===== src/rtl/wb_stage_if.sv =====
// MEM-to-WB bundle for the RV32I writeback stage.
// MEM drives it through master; WB consumes it through slave.
interface wb_stage_if;
   logic        i_valid_MEM;
   logic        i_reg_write_MEM;
   logic [1:0]  i_result_src_MEM;
   logic [2:0]  i_funct3_MEM;
   logic [31:0] i_alu_result_MEM;
   logic [31:0] i_data_MEM;
   logic [11:7] i_addr_des_MEM;
   logic [31:0] i_pc_plus4_MEM;

   modport master (
      output i_valid_MEM,
      output i_reg_write_MEM,
      output i_result_src_MEM,
      output i_funct3_MEM,
      output i_alu_result_MEM,
      output i_data_MEM,
      output i_addr_des_MEM,
      output i_pc_plus4_MEM
   );

   modport slave (
      input i_valid_MEM,
      input i_reg_write_MEM,
      input i_result_src_MEM,
      input i_funct3_MEM,
      input i_alu_result_MEM,
      input i_data_MEM,
      input i_addr_des_MEM,
      input i_pc_plus4_MEM
   );
endinterface


===== src/rtl/wb_stage.sv =====
// RV32I writeback stage: MEM/WB register, load extraction,
// result select, register-file write port and instret counter.
module wb_stage #(
   parameter int CNT_W       = 64,
   parameter bit EN_MISALIGN = 1'b1
) (
   input  logic             i_clk,
   input  logic             i_rst_n,
   wb_stage_if.slave        mem,
   input  logic             i_stall,
   input  logic             i_flush,
   output logic [31:0]      o_result_WB,
   output logic [11:7]      o_addr_des_WB,
   output logic             o_reg_write_WB,
   output logic             o_valid_WB,
   output logic             o_misaligned_WB,
   output logic [CNT_W-1:0] o_instret
);

   logic             r_valid;
   logic             r_reg_write;
   logic [1:0]       r_result_src;
   logic [2:0]       r_funct3;
   logic [31:0]      r_alu;
   logic [31:0]      r_data;
   logic [11:7]      r_rd;
   logic [31:0]      r_pc4;
   logic [CNT_W-1:0] r_instret;

   logic [1:0]       w_off;
   logic [7:0]       w_byte;
   logic [15:0]      w_half;
   logic [31:0]      w_load;
   logic             w_mis_raw;
   logic             w_mis;
   logic [31:0]      w_result;
   logic             w_retire;

   always_ff @(posedge i_clk or negedge i_rst_n) begin
      if (!i_rst_n) begin
         r_valid      <= 1'b0;
         r_reg_write  <= 1'b0;
         r_result_src <= 2'b00;
         r_funct3     <= 3'b000;
         r_alu        <= 32'h0;
         r_data       <= 32'h0;
         r_rd         <= 5'd0;
         r_pc4        <= 32'h0;
      end else begin
         priority case (1'b1)
            i_flush: begin
               r_valid      <= 1'b0;
               r_reg_write  <= 1'b0;
               r_result_src <= 2'b00;
               r_funct3     <= 3'b000;
               r_alu        <= 32'h0;
               r_data       <= 32'h0;
               r_rd         <= 5'd0;
               r_pc4        <= 32'h0;
            end
            i_stall: ;
            default: begin
               r_valid      <= mem.i_valid_MEM;
               r_reg_write  <= mem.i_reg_write_MEM;
               r_result_src <= mem.i_result_src_MEM;
               r_funct3     <= mem.i_funct3_MEM;
               r_alu        <= mem.i_alu_result_MEM;
               r_data       <= mem.i_data_MEM;
               r_rd         <= mem.i_addr_des_MEM;
               r_pc4        <= mem.i_pc_plus4_MEM;
            end
         endcase
      end
   end

   // A flushed-while-stalled entry is still leaving WB, so it retires.
   assign w_retire = r_valid & (~i_stall | i_flush);

   always_ff @(posedge i_clk or negedge i_rst_n) begin
      if (!i_rst_n)
         r_instret <= '0;
      else if (w_retire)
         r_instret <= r_instret + {{(CNT_W-1){1'b0}}, 1'b1};
   end

   assign w_off  = r_alu[1:0];
   assign w_half = r_alu[1] ? r_data[31:16] : r_data[15:0];

   always_comb begin
      w_byte = r_data[7:0];
      unique case (w_off)
         2'd0: w_byte = r_data[7:0];
         2'd1: w_byte = r_data[15:8];
         2'd2: w_byte = r_data[23:16];
         2'd3: w_byte = r_data[31:24];
      endcase
   end

   always_comb begin
      w_load    = 32'h0;
      w_mis_raw = 1'b0;
      case (r_funct3)
         3'b000: w_load = {{24{w_byte[7]}}, w_byte};
         3'b100: w_load = {24'h0, w_byte};
         3'b001: begin
            w_load    = {{16{w_half[15]}}, w_half};
            w_mis_raw = w_off[0];
         end
         3'b101: begin
            w_load    = {16'h0, w_half};
            w_mis_raw = w_off[0];
         end
         3'b010: begin
            w_load    = r_data;
            w_mis_raw = (w_off != 2'b00);
         end
         default: begin
            w_load    = 32'h0;
            w_mis_raw = 1'b1;
         end
      endcase
   end

   assign w_mis = EN_MISALIGN
                & (r_result_src == 2'b01)
                & w_mis_raw;

   always_comb begin
      w_result = 32'h0;
      case (r_result_src)
         2'b00:   w_result = r_alu;
         2'b01:   w_result = w_load;
         2'b10:   w_result = r_pc4;
         default: w_result = 32'h0;
      endcase
   end

   assign o_result_WB     = w_result;
   assign o_addr_des_WB   = r_rd;
   assign o_valid_WB      = r_valid;
   assign o_misaligned_WB = r_valid & w_mis;
   assign o_reg_write_WB  = r_reg_write & r_valid
                          & (r_rd != 5'd0) & ~w_mis;
   assign o_instret       = r_instret;

endmodule


===== src/flat_wrapper.sv =====
// flat-port wrapper written by rule: the top's interface ports become plain ports
module wb_stage_flat 
#(
   parameter int CNT_W       = 64,
   parameter bit EN_MISALIGN = 1'b1
)
  (i_clk, i_rst_n, i_stall, i_flush, o_result_WB, o_addr_des_WB, o_reg_write_WB, o_valid_WB, o_misaligned_WB, o_instret, mem_i_valid_MEM, mem_i_reg_write_MEM, mem_i_result_src_MEM, mem_i_funct3_MEM, mem_i_alu_result_MEM, mem_i_data_MEM, mem_i_addr_des_MEM, mem_i_pc_plus4_MEM);
  wb_stage_if mem_i ();
  input  logic i_clk;
  input  logic i_rst_n;
  input  logic i_stall;
  input  logic i_flush;
  output logic [31:0] o_result_WB;
  output logic [11:7] o_addr_des_WB;
  output logic o_reg_write_WB;
  output logic o_valid_WB;
  output logic o_misaligned_WB;
  output logic [CNT_W-1:0] o_instret;
  input wire logic [$bits(mem_i.i_valid_MEM)-1:0] mem_i_valid_MEM;
  input wire logic [$bits(mem_i.i_reg_write_MEM)-1:0] mem_i_reg_write_MEM;
  input wire logic [$bits(mem_i.i_result_src_MEM)-1:0] mem_i_result_src_MEM;
  input wire logic [$bits(mem_i.i_funct3_MEM)-1:0] mem_i_funct3_MEM;
  input wire logic [$bits(mem_i.i_alu_result_MEM)-1:0] mem_i_alu_result_MEM;
  input wire logic [$bits(mem_i.i_data_MEM)-1:0] mem_i_data_MEM;
  input wire logic [$bits(mem_i.i_addr_des_MEM)-1:0] mem_i_addr_des_MEM;
  input wire logic [$bits(mem_i.i_pc_plus4_MEM)-1:0] mem_i_pc_plus4_MEM;
  assign mem_i.i_valid_MEM = mem_i_valid_MEM;
  assign mem_i.i_reg_write_MEM = mem_i_reg_write_MEM;
  assign mem_i.i_result_src_MEM = mem_i_result_src_MEM;
  assign mem_i.i_funct3_MEM = mem_i_funct3_MEM;
  assign mem_i.i_alu_result_MEM = mem_i_alu_result_MEM;
  assign mem_i.i_data_MEM = mem_i_data_MEM;
  assign mem_i.i_addr_des_MEM = mem_i_addr_des_MEM;
  assign mem_i.i_pc_plus4_MEM = mem_i_pc_plus4_MEM;
  wb_stage #(.CNT_W(CNT_W), .EN_MISALIGN(EN_MISALIGN)) u_core (.i_clk(i_clk), .i_rst_n(i_rst_n), .mem(mem_i), .i_stall(i_stall), .i_flush(i_flush), .o_result_WB(o_result_WB), .o_addr_des_WB(o_addr_des_WB), .o_reg_write_WB(o_reg_write_WB), .o_valid_WB(o_valid_WB), .o_misaligned_WB(o_misaligned_WB), .o_instret(o_instret));
endmodule

===== config.mk =====
export PLATFORM = sky130hd
export DESIGN_NAME = wb_stage_flat
export DESIGN_NICKNAME = d
export VERILOG_FILES = /design/src/rtl/wb_stage_if.sv /design/src/rtl/wb_stage.sv /design/src/flat_wrapper.sv
export SDC_FILE = /design/constraint.sdc
export NUM_CORES = 1
export LEC_CHECK = 0
export ABC_AREA = 1
export CAP_MARGIN = 10
export CORE_MARGIN = 3
export CORE_UTILIZATION = 51
export DETAILED_ROUTE_END_ITERATION = 10
export PLACE_DENSITY_LB_ADDON = 0.08
export SYNTH_ARGS = -nofsm -noshare
export SYNTH_HDL_FRONTEND = slang
export SYNTH_SLANG_ARGS = --single-unit

===== constraint.sdc =====
create_clock -name i_clk -period 1.67 [get_ports i_clk]
set_input_delay 0.2505 -clock i_clk [delete_from_list [all_inputs] [get_ports i_clk]]
set_output_delay 0.2505 -clock i_clk [all_outputs]
set_load 0.005 [all_outputs]

Yosys cells after proc, flatten, opt, wreduce, memory -nomap -nowiden
Index checks and enable logic that the tools add are counted.

cells by class
  add/sub/neg operators = 1
  eq/ne operators = 10
  mux-type cells = 21
  bitwise gates (word level) = 9
  reduce and logical (&&, ||, !) cells = 7

operators with widths
  kind                                                                    count
  32-bit 2-to-1 mux                                                       6
  32-bit case mux with 5 select lines                                     1
  32-bit case mux with 3 select lines                                     1
  64-bit by 1-bit adder with 64-bit output (second input constant)        1
  8-bit case mux with 4 select lines                                      1
  16-bit 2-to-1 mux                                                       1
  5-bit 2-to-1 mux                                                        2
  1-bit bitwise AND                                                       6
  2-bit equality test (second input constant)                             3
  3-bit equality test (second input constant)                             2
  3-bit 2-to-1 mux                                                        2
  5-bit nonzero test                                                      1
  2-bit by 1-bit equality test with 1-bit output (second input constant)  2
  2-bit zero test                                                         2
  1-bit 2-to-1 mux                                                        4
  2-bit 2-to-1 mux                                                        2
  2-bit OR reduction                                                      2
  3-bit by 1-bit equality test with 1-bit output (second input constant)  1
  3-bit by 2-bit equality test with 1-bit output (second input constant)  1
  3-bit zero test                                                         1
  1-bit case mux with 3 select lines                                      1
  2-bit by 1-bit != test with 1-bit output (second input constant)        1
  1-bit inverter                                                          2
  2-bit nonzero test                                                      1
  1-bit bitwise OR                                                        1

storage, ports and cells
  flip-flop bits (word level) = 172
  bits of input ports = 112
  output and inout bits = 104
  logic and storage cells = 57

Logic depth before layout (Yosys ltp)
  word-level depth = 6
  depth in mapped cells = 11
  gate-level depth less buffers = 11

Worst setup path after synthesis
Ideal clock, no wire load.

  path kind = register -> output
  start = register u_core.r_funct3[1]
  end = output o_result_WB[25]
  data arrival time = 1.306 ns
  data required time = 1.419 ns
  path slack = 0.114 ns
  cell stages (with the launch flop) = 9
  path buffers = 1
  cells stage by stage = dfrtp_1 > inv_2 > nand2_2 > inv_1 > nand3_1 > buf_4 > o21ai_1 > o21ai_0 > nand3_1

on the way
  longest elaborated chain between the ends = 3
  elaborated cells on any way between the ends = 7
  those cells by class = eq/ne (4); mux (2); reduce/logical (1)

RTL lines
  element                                                                       line                source
  start: declaration                                                            wb_stage.sv:23      logic [2:0] r_funct3;
  start signal: assignment                                                      wb_stage.sv:66      r_funct3 <= mem.i_funct3_MEM;
  3-bit by 2-bit equality test with 1-bit output, or another cell as far along  wb_stage.sv:102     case (r_funct3)
  32-bit case mux with 5 select lines (*)                                       wb_stage.sv:102
  32-bit case mux with 3 select lines (*)                                       wb_stage.sv:130     case (r_result_src)
  end: declaration                                                              flat_wrapper.sv:13  output logic [31:0] o_result_WB;

Every way passes the cells marked *; elsewhere a longest branch is shown, timed or not.

Final worst setup path
  start = register u_core.r_alu[1]
  end = output o_result_WB[31]

on the way
  longest elaborated chain between the ends = 4
  elaborated cells on any way between the ends = 8
  those cells by class = eq/ne (3); mux (4); reduce/logical (1)

RTL lines
  element                                            line             source
  start: declaration                                 wb_stage.sv:24   logic [31:0] r_alu;
  start signal: assignment                           wb_stage.sv:67   r_alu <= mem.i_alu_result_MEM;
  2-bit equality test, or another cell as far along  wb_stage.sv:91   unique case (w_off)
  8-bit case mux with 4 select lines                 wb_stage.sv:91
  32-bit case mux with 5 select lines (*)            wb_stage.sv:102
  32-bit case mux with 3 select lines (*)            wb_stage.sv:130

Marked as above.

==> impl_metrics.ini <==
[synthesis]
synth_area_um2 = 9590
yosys_warnings = 0
synth_xor_area_share_pct = 3.11
synth_seq_cells = 172
synth-simple-area-share_pct = 29.6
synth_top_family_by_area = simple AND/OR/NAND/NOR gates
post_synth_mux_area_share_pct = 0
synth.distinct_cells = 38
synth_commonest_cells = nand2_1, dfrtp_1, o21ai_0
synth_cells = 1281
synth.area.top_cells = dfrtp_1, nand2_1, o21ai_0
syn_nets = 1394
synth_edf_count = 0
synthFlopType = dfrtp_1
synth-compound-area-share_pct = 13.7
yosysSeqAreaShare_pct = 44.9
synth_adder_area_share_pct = 0.130
async_flop_share_pct = 100
synth.top_cell.area_share_pct = 44.9
synth.most_common_cell = nand2_1
synth_area_per_cell_um2 = 7.48
synth_largest_area_cell = dfrtp_1

[worst_setup_path]
critical_path_class = flip-flop to primary output
crit_path_start_kind = flip-flop
cp.arrival_ns = 2.10
crit_required_ns = 1.42
cp_max_fo = 5
end_kind = primary output
r2r_cells = 10
reg2reg_setup_slack_ns = -0.06

[detailed_routing]
wire_per_inst_um = 19.2
drt_iter0_drc = 1112
vias = 11000
drtPass1Iterations = 5
final_antenna_net_count = 0
drc_errors = 0
drt_wl_total_um = 37200
viasPerCell = 5.70

[floorplan]
die-width_um = 143
pin_count = 216
die-height_um = 143
coreArea_um2 = 18200
core.rowCount = 49
die-area_um2 = 20500
start_util_pct = 52.7

[placed_design]
gp_congestion = 0.930
dpl_cell_area_um2 = 13100
portBuffers = 215
place_hpwl_um = 24100

[timing]
hold_viol = 0
rsz0062_at_grt = true
finClkSkew_ns = 0.0140
finalSetupViolations = 52
slew_headroom_pct = 61.8
fmax_mhz = 425
fin_ws_ns = -0.680
worst_pin_slew_ns = 0.574
period_share_pct = 141
layout_min_cycle_time_ns = 2.35
report.final.slew_viol_count = 0

[final_layout]
regArea_um2 = 4330
syn_to_final_growth_pct = 55.6
n_antenna_cell = 0
drive_above_1_share_pct = 29.3
multi_input_area_um2 = 5090
fin_util_pct = 81.9
nNetsFinal = 1809
finish.instance_area_um2 = 14900
fill_cells = 1161

[pwr]
total_power_mw = 11.2
peakVddDrop_v = 0.000850
power.density_nw_per_um2 = 752
p_leak_nw = 7.08

[global_routing]
overflow = 0
antenna_found_initial = 0
grt_pass1_vias = 9972
grt_pass1_wl_um = 52300
grt_usage_pct = 32.6
grt_max_degree = 57

[cts]
cts_tree = yes
cts_root_buf = clkbuf_16
clk_pin_slew_ns = 0.07
clockBufferDepth = 2
clk_latency_ns = 0.45
htreeDepth = 4
cts_inserted_buffers = 17
cts_sinks = 172

[status]
violations = setup timing
status = finished with violations

[run]
cap_violations = 0

[hold_path]
hold_class = input pin to asynchronous set/reset pin
cell usage in the layout, fill, tap and decap left out, types with 35 or more instances in the layout:
| master | instances |
|---|---|
| buf_4 | 199 |
| clkdlybuf4s50_1 | 146 |
| dfrtp_1 | 148 |
| inv_1 | 145 |
| nand2_1 | 250 |
| nand2_2 | 36 |
| nand3_1 | 110 |
| nor2_1 | 101 |
| nor2_2 | 35 |
| o21ai_0 | 120 |
critical path, cell delays in order (launching register included):
cell and delay, ns:
dfrtp_2 0.46, inv_4 0.12, nand2_4 0.06, o21ai_2 0.08
nand3_2 0.11, buf_6 0.15, buf_4 0.14, buf_4 0.13
o211ai_1 0.13, a21o_1 0.16, buf_2 0.10
power by group:
group	internal (mW)	switching, mW
registers	4.42	0.208
logic	1.17	1.22
clock network	2.41	1.79
total	8.00	3.21
area by class of cell:
| class | instances | area share (%) |
|---|---|---|
| clock buffers | 20 | 2.99 |
| multi-input cells | 895 | 34.1 |
| repair buffers | 448 | 26.7 |
| clock inverters | 11 | 1.07 |
| flip-flops and latches | 172 | 29.0 |
| well taps | 229 | 1.92 |
| inverters | 162 | 4.13 |
layer usage:
layer	global-route usage, %	routed length, um	vias to the layer above
li1	-	-	4999
met1	48.0	15200	5321
met2	49.1	17000	621
met3	7.13	3810	103
met4	8.45	1190	0
met5	0	0	-
worst paths after layout:
path,startpoint,to
worst min register to register,u_core.o_instret[63],u_core.o_instret[63]
max in group asynchronous,i_rst_n,u_core.o_instret[6]
worst min-delay path,i_rst_n,u_core.r_alu[27]
min in group i_clk,mem_i_alu_result_MEM[10],u_core.r_alu[10]
worst max-delay path,u_core.r_alu[1],o_result_WB[31]
worst max register to register,u_core.o_instret[19],u_core.o_instret[58]
cell families (layout without fill, tap and decap cells):
logic type / Yosys count / count (layout)
AND/OR/NAND/NOR: 629 / 629
AO/OA/AOI/OAI: 231 / 231
buffers and inverters: 214 / 641
flip-flops: 172 / 172
XOR/XNOR: 34 / 34
adder cells (fa/ha/maj): 1 / 1
sequential cells by signal (all words and copies together) (netlist names):
register,count
u_core.o_instret,64
u_core.r_alu,32
u_core.r_data,32
u_core.r_pc4,32
u_core.o_addr_des_WB,5
u_core.r_funct3,3
u_core.r_result_src,2
u_core.o_valid_WB,1
u_core.r_reg_write,1
through the flow:
step	cells	worst slack, ns	hold WS [ns]	TNS, ns
after floorplan	1281	0.114	-0.0451	0
after global placement	1833	-0.447	0.176	-27.62
after detailed placement	1833	-0.519	0.178	-33.69
after CTS	1899	-0.608	0.288	-18.72
after global routing	1937	-0.716	0.295	-22.74
final	1937	-0.680	0.263	-19.20
what timing repair did:
action / 4_1_cts / 5_1_grt
pin swaps: 27 / 65
hold buffers: 1 / 0
gates cloned: 0 / 0
setup buffers: 36 / 42
gates resized for setup: 230 / 198
hold endpoints to repair: 30 / 0
setup endpoints to repair: 79 / 106
Power figures use the tool's default switching activity.
